==> config.mk <==
export PLATFORM = sky130hd
export DESIGN_NAME = sine_pwm_ctrl
export DESIGN_NICKNAME = d
export VERILOG_FILES = /design/src/rtl/pwm_pkg.sv /design/src/rtl/sine_pwm_ctrl_sw_debounce.sv /design/src/rtl/sine_pwm_ctrl.sv
export SDC_FILE = /design/constraint.sdc
export NUM_CORES = 1
export LEC_CHECK = 0
export BUFFER_PORTS_ARGS = -buffer_cell sky130_fd_sc_hd__clkbuf_2
export CAP_MARGIN = 40
export CORE_MARGIN = 2
export CORE_UTILIZATION = 56
export DETAILED_ROUTE_END_ITERATION = 10
export GPL_ROUTABILITY_DRIVEN = 0
export PLACE_DENSITY = 0.77
export SLEW_MARGIN = 5
export SYNTH_ARGS = -nofsm -noshare
export SYNTH_HDL_FRONTEND = slang
export SYNTH_SLANG_ARGS = --single-unit
==> constraint.sdc <==
create_clock -name clk_in -period 2.5 [get_ports clk_in]
set_input_delay 0.125 -clock clk_in [delete_from_list [all_inputs] [get_ports clk_in]]
set_output_delay 0.125 -clock clk_in [all_outputs]
set_load 0.02 [all_outputs]
==> src/rtl/pwm_pkg.sv <==
// Shared definitions for the sine/PWM chain: controller state encoding and
// the default sample and carrier geometry used by sine_top, pwm and sine_pwm_ctrl.
package pwm_pkg;

   typedef enum logic [1:0] {
      IDLE  = 2'd0,
      RUN   = 2'd1,
      PEND  = 2'd2,
      DRAIN = 2'd3
   } state_t;

   localparam int         DEF_WIDTH       = 12;
   localparam int         DEF_CARR_W      = 8;
   localparam logic [7:0] DEF_CARRIER_MAX = 8'hff;

endpackage

==> src/rtl/sine_pwm_ctrl_sw_debounce.sv <==
// Frequency-select switch conditioning: a two-flop synchronizer followed by a
// stability counter. The accepted level changes only after the synchronized
// input has disagreed with it for DEBOUNCE_CYC consecutive cycles.
module sw_debounce #(
   parameter int DEBOUNCE_CYC = 50000
) (
   input  logic clk,
   input  logic rst_n,
   input  logic sw,
   output logic sw_db
);

   localparam int CW = (DEBOUNCE_CYC < 2) ? 1 : $clog2(DEBOUNCE_CYC + 1);

   logic          sync1;
   logic          sync2;
   logic [CW-1:0] stab;

   // Synchronize the raw switch and count consecutive cycles of disagreement.
   always_ff @(posedge clk) begin
      if (!rst_n) begin
         sync1 <= 1'b0;
         sync2 <= 1'b0;
         stab  <= '0;
         sw_db <= 1'b0;
      end else begin
         sync1 <= sw;
         sync2 <= sync1;
         if (sync2 != sw_db) begin
            if (stab == CW'(DEBOUNCE_CYC - 1)) begin
               sw_db <= sync2;
               stab  <= '0;
            end else begin
               stab <= stab + CW'(1);
            end
         end else begin
            // Any bounce back to the accepted level restarts the count.
            stab <= '0;
         end
      end
   end

endmodule

==> src/rtl/sine_pwm_ctrl.sv <==
// Sequencer between the sine generator and the PWM modulator. Owns the
// carrier counter, latches duty only at carrier wrap, issues the sample
// advance tick, and defers frequency changes to a sine period boundary.
module sine_pwm_ctrl
   import pwm_pkg::*;
#(
   parameter int                WIDTH        = DEF_WIDTH,
   parameter int                CARR_W       = DEF_CARR_W,
   parameter logic [CARR_W-1:0] CARRIER_MAX  = CARR_W'(DEF_CARRIER_MAX),
   parameter int                TICK_DIV     = 1,
   parameter int                DEBOUNCE_CYC = 50000,
   parameter int                PEND_TIMEOUT = 1000000
) (
   input  logic              clk_in,
   input  logic              rst_n_in,
   input  logic              en_in,
   input  logic              sw_in,
   input  logic [WIDTH-1:0]  sine_in,
   input  logic              phase_wrap_in,
   output logic              freq_sel_out,
   output logic              sample_tick_out,
   output logic [WIDTH-1:0]  duty_out,
   output logic [CARR_W-1:0] carrier_cnt_out,
   output logic              carrier_sync_out,
   output logic              pending_out
);

   localparam int TW = (TICK_DIV < 2) ? 1 : $clog2(TICK_DIV + 1);
   localparam int PW = (PEND_TIMEOUT < 2) ? 1 : $clog2(PEND_TIMEOUT + 1);

   // Carrier advance with wrap at the terminal count.
   function automatic logic [CARR_W-1:0] carrier_step(input logic [CARR_W-1:0] c);
      return (c == CARRIER_MAX) ? '0 : c + CARR_W'(1);
   endfunction

   logic sw_db;

   state_t            state,  state_nx;
   logic [CARR_W-1:0] cnt,    cnt_nx;
   logic [WIDTH-1:0]  duty,   duty_nx;
   logic              fsel,   fsel_nx;
   logic              tick,   tick_nx;
   logic              sync,   sync_nx;
   logic              pend,   pend_nx;
   logic [TW-1:0]     tdiv,   tdiv_nx;
   logic [TW-1:0]     tdiv_base;
   logic [PW-1:0]     tout,   tout_nx;
   logic              carr_wrap;
   logic [CARR_W-1:0] carr_inc;

   sw_debounce #(
      .DEBOUNCE_CYC (DEBOUNCE_CYC)
   ) u_sw_debounce (
      .clk   (clk_in),
      .rst_n (rst_n_in),
      .sw    (sw_in),
      .sw_db (sw_db)
   );

   // Next-state and next-output decode; every output is registered from these.
   always_comb begin
      state_nx  = state;
      cnt_nx    = cnt;
      duty_nx   = duty;
      fsel_nx   = fsel;
      tdiv_base = tdiv;
      tout_nx   = '0;
      carr_wrap = (cnt == CARRIER_MAX);
      carr_inc  = carrier_step(cnt);

      case (state)
         IDLE: begin
            // Generator is stopped, so the select may track the switch freely.
            cnt_nx    = '0;
            duty_nx   = '0;
            fsel_nx   = sw_db;
            tdiv_base = '0;
            if (en_in) begin
               state_nx = RUN;
               duty_nx  = sine_in;
            end
         end
         RUN, PEND: begin
            cnt_nx = carr_inc;
            if (carr_wrap) begin
               duty_nx = sine_in;
            end
            if (!en_in) begin
               state_nx = DRAIN;
            end else if (state == PEND) begin
               if (phase_wrap_in || (tout == PW'(PEND_TIMEOUT - 1))) begin
                  fsel_nx  = sw_db;
                  state_nx = RUN;
               end else if (sw_db == fsel) begin
                  state_nx = RUN;
               end else begin
                  tout_nx = tout + PW'(1);
               end
            end else if (sw_db != fsel) begin
               // A wrap seen in this same cycle does not count; wait for the next.
               state_nx = PEND;
            end
         end
         DRAIN: begin
            if (en_in) begin
               state_nx = RUN;
               cnt_nx   = carr_inc;
               if (carr_wrap) begin
                  duty_nx = sine_in;
               end
            end else if (carr_wrap) begin
               state_nx = IDLE;
               cnt_nx   = '0;
               duty_nx  = '0;
            end else begin
               cnt_nx = carr_inc;
            end
         end
         default: begin
            state_nx = IDLE;
         end
      endcase

      sync_nx = (state_nx != IDLE) && (cnt_nx == '0);
      pend_nx = (state_nx == PEND);

      // The first sync after leaving IDLE counts as one towards the divider.
      tick_nx = 1'b0;
      tdiv_nx = tdiv_base;
      if (sync_nx) begin
         if (tdiv_base == TW'(TICK_DIV - 1)) begin
            tick_nx = 1'b1;
            tdiv_nx = '0;
         end else begin
            tdiv_nx = tdiv_base + TW'(1);
         end
      end
   end

   // State and output registers with synchronous active-low clear.
   always_ff @(posedge clk_in) begin
      if (!rst_n_in) begin
         state <= IDLE;
         cnt   <= '0;
         duty  <= '0;
         fsel  <= 1'b0;
         tick  <= 1'b0;
         sync  <= 1'b0;
         pend  <= 1'b0;
         tdiv  <= '0;
         tout  <= '0;
      end else begin
         state <= state_nx;
         cnt   <= cnt_nx;
         duty  <= duty_nx;
         fsel  <= fsel_nx;
         tick  <= tick_nx;
         sync  <= sync_nx;
         pend  <= pend_nx;
         tdiv  <= tdiv_nx;
         tout  <= tout_nx;
      end
   end

   assign freq_sel_out     = fsel;
   assign sample_tick_out  = tick;
   assign duty_out         = duty;
   assign carrier_cnt_out  = cnt;
   assign carrier_sync_out = sync;
   assign pending_out      = pend;

endmodule
Word-level counts from Yosys, hierarchy flattened
Index checks and enable logic that the tools add are counted.
{"block": "totals", "input_bits": 17, "out_inout_bits": 24, "reg_bits": 66, "elab_cells": 74}
{"block": "op_classes", "n_eq_ne": 14, "bitwise": 5, "muxes": 26, "reduce_logical": 12, "addsub": 4}
{"cell": "$mux W12", "n": 4}
{"cell": "$pmux W12 S3", "n": 1}
{"cell": "$mux W8", "n": 3}
{"cell": "$pmux W8 S3", "n": 1}
{"cell": "$add A20 B1 Y20 const B", "n": 1}
{"cell": "$eq A20 B20 Y1 const B", "n": 1}
{"cell": "$add A16 B1 Y16 const B", "n": 1}
{"cell": "$eq A16 B16 Y1 const B", "n": 1}
{"cell": "$mux W2", "n": 8}
{"cell": "$add A8 B1 Y8 const B", "n": 1}
{"cell": "$eq A8 B8 Y1 const B", "n": 1}
{"cell": "$logic_not A8 Y1", "n": 1}
{"cell": "$mux W1", "n": 7}
{"cell": "$eq A2 B2 Y1 const B", "n": 3}
{"cell": "$ne A2 B2 Y1 const B", "n": 3}
{"cell": "$pmux W2 S3", "n": 1}
{"cell": "$reduce_or A6 Y1", "n": 1}
{"cell": "$not A1 Y1", "n": 5}
{"cell": "$reduce_and A2 Y1", "n": 2}
{"cell": "$reduce_and A4 Y1", "n": 1}
{"cell": "$reduce_bool A2 Y1", "n": 2}
{"cell": "$ne A3 B3 Y1 const B", "n": 1}
{"cell": "$reduce_or A3 Y1", "n": 1}
{"cell": "$eq A2 B1 Y1 const B", "n": 1}
{"cell": "8 further kinds", "n": 9}

Logic depth before layout (Yosys ltp)
{"block": "depth", "ltp_word": 9, "depth_mapped": 9, "depth_no_buf": 8}

Cells and area by module
Synthesis repeated with hierarchy kept, for this count alone.
{"block": "hier_totals", "cells_unflattened": 337, "area_unflattened_um2": 3070.4}
{"mod": "sine_pwm_ctrl", "seq_area_each_um2": 940.9, "cells_each": 247, "instances": 1, "area_per_inst_um2": 2249.7}
{"mod": "sw_debounce", "seq_area_each_um2": 380.4, "cells_each": 90, "instances": 1, "area_per_inst_um2": 820.8}

Worst setup path before layout
Ideal clock, no wire load.
{"block": "synth_timing", "kind": "register -> register", "startpoint": "reg cnt[0] (netlist: carrier_cnt_out[0])", "endpoint": "reg tick (netlist: sample_tick_out)", "t_arrival_ps": 1900, "path_buffers": 1, "setup_ps": 116, "synth_period_minus_slack_ps": 2016, "required_time_ps": 2384, "stages_incl_launch_ff": 9, "setup_slack_ps": 484, "path_cell_list": "dfxtp_1 -> ha_1 -> clkbuf_1 -> inv_1 -> or3_1 -> a31o_2 -> nand4b_1 -> a22oi_2 -> and3_1"}
{"block": "synth_via", "elab_chain_len": 8, "word_cells_on_any_way": 13, "classes_between": "add/sub: 1; eq/ne: 1; mux: 7; reduce/logical: 4"}
{"item": "from (decl)", "line": "sine_pwm_ctrl.sv:39", "rtl": "logic [CARR_W-1:0] cnt, cnt_nx;"}
{"item": "from (signal assigned)", "line": "sine_pwm_ctrl.sv:154", "rtl": "cnt <= cnt_nx;"}
{"item": "$add A8 B1 Y8 / $eq A8 B8 Y1 (equally long branches)", "line": "sine_pwm_ctrl.sv:33, sine_pwm_ctrl.sv:68"}
{"item": "$mux W8", "line": "sine_pwm_ctrl.sv:33", "rtl": "return (c == CARRIER_MAX) ? '0 : c + CARR_W'(1);"}
{"item": "$mux W8", "line": "sine_pwm_ctrl.sv:111", "rtl": "end else if (carr_wrap) begin"}
{"item": "$mux W8", "line": "sine_pwm_ctrl.sv:105", "rtl": "if (en_in) begin"}
{"item": "$pmux W8 S3", "line": "sine_pwm_ctrl.sv:71", "rtl": "case (state)"}
{"item": "$logic_not A8 Y1", "line": "sine_pwm_ctrl.sv:124", "rtl": "sync_nx = (state_nx != IDLE) && (cnt_nx == '0);"}
{"item": "$logic_and A1 B1 Y1 *", "line": "sine_pwm_ctrl.sv:124"}
{"item": "$reduce_and A2 Y1 (no source line) *"}
{"item": "to (signal assigned)", "line": "sine_pwm_ctrl.sv:157", "rtl": "tick <= tick_nx;"}
{"item": "to (decl)", "line": "sine_pwm_ctrl.sv:42", "rtl": "logic tick, tick_nx;"}
Every way passes the cells marked *; elsewhere a longest branch is shown, timed or not.
A chain may end at the register's enable or synchronous reset.

Worst setup path in the final report
{"block": "layout_timing", "startpoint": "reg cnt[0] (netlist: carrier_cnt_out[0])", "endpoint": "reg sync (netlist: carrier_sync_out)"}
{"block": "layout_via", "elab_chain_len": 7, "word_cells_on_any_way": 12, "classes_between": "add/sub: 1; eq/ne: 1; mux: 7; reduce/logical: 3"}
{"item": "$add A8 B1 Y8 / $eq A8 B8 Y1 (equally long branches)", "line": "sine_pwm_ctrl.sv:33, sine_pwm_ctrl.sv:68"}
{"item": "$mux W8", "line": "sine_pwm_ctrl.sv:33"}
{"item": "$mux W8", "line": "sine_pwm_ctrl.sv:111"}
{"item": "$mux W8", "line": "sine_pwm_ctrl.sv:105"}
{"item": "$pmux W8 S3", "line": "sine_pwm_ctrl.sv:71"}
{"item": "$logic_not A8 Y1", "line": "sine_pwm_ctrl.sv:124"}
{"item": "$logic_and A1 B1 Y1 *", "line": "sine_pwm_ctrl.sv:124"}
{"item": "to (signal assigned)", "line": "sine_pwm_ctrl.sv:158", "rtl": "sync <= sync_nx;"}
{"item": "to (decl)", "line": "sine_pwm_ctrl.sv:43", "rtl": "logic sync, sync_nx;"}
Marked as above.

==> reports/qor.csv <==
stage;metric;value;unit
status;status;finished clean;
routing;num_vias;2414;
synthesis;synth_edf_count;0;
setup_path;cp-startpoint;carrier_cnt_out[0];
synthesis;ys_types;39;
setup_path;critPathCapture;carrier_sync_out;
timing;hold_slack;0.01200;ns
clock_network;tritoncts;yes;
setup_path;slowest_stage;dfxtp_1;
global_route;grt_pass1_vias;2299;
global_route;grt_pass1_wl;9853;microns
setup_path;cp_num_buf_inv;0;
synthesis;netlist.area_leader.share;45.44;%
die;rows;26;
finish;regArea;0.001321;sq mm
timing;rsz0062_at_grt;false;
setup_path;arrival;2.24;ns
setup_path;path_cells;ha_1 > nand3_1 > or2_2 > a31oi_1 > o32a_1 > a22oi_2 > and2_1;
die;core_area;0.005075;sq mm
setup_path;rr_endpoint;carrier_sync_out;
synthesis;synth_cells;334;
clock_network;clk_path_buf_depth;2;
clock_network;clkTransAtPathRegs;0.08;ns
timing;hold_violations;0;
setup_path;critPathLaunchType;flip-flop;
timing;setup_tns;0;ns
clock_network;cts_setup_buffers;0;
routing;drc;0;
placed_design;dp_hpwl;3963;microns
global_route;globalRouteTotalUtil;21.04;%
synthesis;synth-seq-cells;66;
die;start_util;57.30;%
synthesis;synthesis.area;0.002908;sq mm
clock_network;numCtsBuffers;9;
synthesis;synthTopCellsByArea;dfxtp_1 (45%), nor2_1 (8.8%), xor2_1 (6.3%);
setup_path;crit_path_end_kind;flip-flop;
global_route;antenna_found_initial;0;
routing;wl_per_cell;12.36;microns
power_and_ir_drop;cellLeakagePower;0.001304;uW
synthesis;async_reset_ff_share;0;%
power_and_ir_drop;ir_drop;0.5488;mV
finish;drive_gt1_share;16.32;%
clock_network;clockRootBuffer;clkbuf_8;
setup_path;crit_type;reg -> reg;
finish;layout.cells.most_common;nor2_1;
synthesis;synth.avg_cell_area;8.706;sq um
global_route;grt_max_degree;21;
flow_run;cap_viol_max_count;0;
synthesis;yosys_most_used_dff;dfxtp_1;
clock_network;h-tree-depth;3;
synthesis;ys_seq_area_share;45.44;%
finish;num-fill-cells;435;
routing;postRouteWirelength;5634;microns
finish;nNetsFinal;406;
finish;area_growth;17.99;%
setup_path;ff2ff_path_depth;7;
clock_network;cts_sinks;66;
hold_path;min_path_type;in -> reg;
routing;vias_per_cell;5.294;
timing;clock.fmax;499.7;MHz
synthesis;synth-warning-count;0;
timing;setup_viol;0;
die;die_area;0.005785;sq mm
setup_path;crit_cells;7;
die;pin_count;41;
synthesis;synthesis.nets;359;
finish;multi_input_area;0.001485;sq mm
finish;mostFrequentLayoutCells;nor2_1 (68), dfxtp_1 (66), clkbuf_2 (40);
timing;period_share;80.05;%
power_and_ir_drop;power_density;695.9;mW/mm^2
timing;max_slew.worst_pin.slew;0.6581;ns
timing;max_slew_margin;55.79;%
hold_path;min-delay-start;sine_in[0];
routing;drt-initial-drc-count;89;
clock_network;clk_latency;0.35;ns
timing;skew;0.01174;ns
setup_path;r2r_slack;0.50;ns
setup_path;timing.rr.start;carrier_cnt_out[0];
setup_path;critPathMaxFanout;7;
routing;drtPass1Iterations;4;
timing;drv_slew;0;
global_route;overflow;0;
setup_path;crit_required;2.74;ns
timing;min_period;2.001;ns
setup_path;crit_family;simple AND/OR/NAND/NOR gates;
finish;num_antenna_cells;0;
die;die_y;76.06;microns
routing;antenna_left;0;
die;die_w;76.06;microns
placed_design;io_buffer_count;40;
synthesis;yosys.area.top_type;dfxtp_1;
setup_path;max_stage_delay;0.42;ns
[metal layers]
metal  vias to the layer above  GRT usage [%]  share of wire (%)
li1                       1240              -                  -
met1                      1096          24.39                 46
met4                         0          8.545                2.3
met5                         -              0                  0
met2                        64          35.18                 47
met3                        14          7.938                5.2
[synth_stat cells (all sizes together) (2+ instances only)]
library cell / instances
and3: 9
buf: 6
nand4b: 2
o21ai: 7
dfxtp: 66
ha: 8
nand2: 20
a31oi: 3
nand3: 18
o22ai: 2
or3: 4
and2: 5
nor3: 7
inv: 10
a22oi: 13
nor2b: 4
and4: 5
nor2: 68
clkbuf: 5
nand4: 9
mux2i: 2
or4b: 2
xnor2: 17
a21oi: 6
nor4: 4
nand2b: 3
xor2: 21
[state kept, by name, summed over array words and instances (netlist names), 2 cells and up]
register            flops
carrier_cnt_out         8
duty_out               12
state                   2
tout                   20
u_sw_debounce.stab     16
[tightest hold or removal path: cells and delay by family]
family,cells,cell delay [ns]
simple gates,1,0.08
buf+inv,1,0.08
compound gates,1,0.06
[metrics by stage]
| stage | cell area [sq um] | cells | total power [uW] | setup slack, ns | util, % |
|---|---|---|---|---|---|
| 6_report | 3431 | 456 | 2388 | 0.4987 | 67.60 |
| 5_1_grt | 3431 | 456 | 2495 | 0.3191 | 67.60 |
| 4_1_cts | 3431 | 456 | 2412 | 0.5061 | 67.60 |
| 3_5_place_dp | 3154 | 435 | 1415 | 0.5284 | 62.15 |
| 3_3_place_gp | 3154 | 435 | 1407 | 0.6295 | 62.15 |
| 2_1_floorplan | 2908 | 334 | 1339 | 0.4840 | - |
[area by class of cell]
| class | count | area share (%) |
|---|---|---|
| well taps | 70 | 2.553 |
| inverters | 10 | 1.094 |
| clock inverters | 7 | 2.991 |
| repair buffers | 48 | 7.950 |
| multi-input cells | 246 | 43.29 |
| flip-flops and latches | 66 | 38.51 |
| clock buffers | 9 | 3.611 |
[kinds of logic (layout without fill, tap and decap cells)]
kind of cell,Yosys count,in the layout,synth area share (%)
adder cells (fa/ha/maj),8,8,3.442
flip-flops,66,66,45.44
XOR/XNOR,38,38,11.45
AND/OR/NAND/NOR,162,162,27.15
buffers and inverters,22,74,3.485
AO/OA/AOI/OAI,36,36,8.348
multiplexers,2,2,0.6885
[power breakdown]
part	switching (uW)	leakage, uW	internal, uW
combinational	171	0.000659	117
clock	420	0.000110	569
sequential	24.6	0.000534	1090
total	615	0.00130	1770
[how the worst min path moves through the flow]
stage | cells past startpoint | slack, ns | to
4_1_cts | 3 | 0.001 | duty_out[5]
5_1_grt | 3 | 0.006 | duty_out[5]
3_5_place_dp | 2 | 0.34 | u_sw_debounce.sync1
2_1_floorplan | 1 | 0.25 | u_sw_debounce.sync1
6_report | 3 | 0.01 | duty_out[0]
3_3_place_gp | 2 | 0.33 | u_sw_debounce.sync1
[repair_timing]
item / CTS / global route
hold buffers: 5 / 0
endpoints found under the hold margin: 5 / 0
gates resized for setup: 0 / 0
endpoints found under the setup margin: 0 / 0
Note: power is estimated with default switching activity, not from simulation.
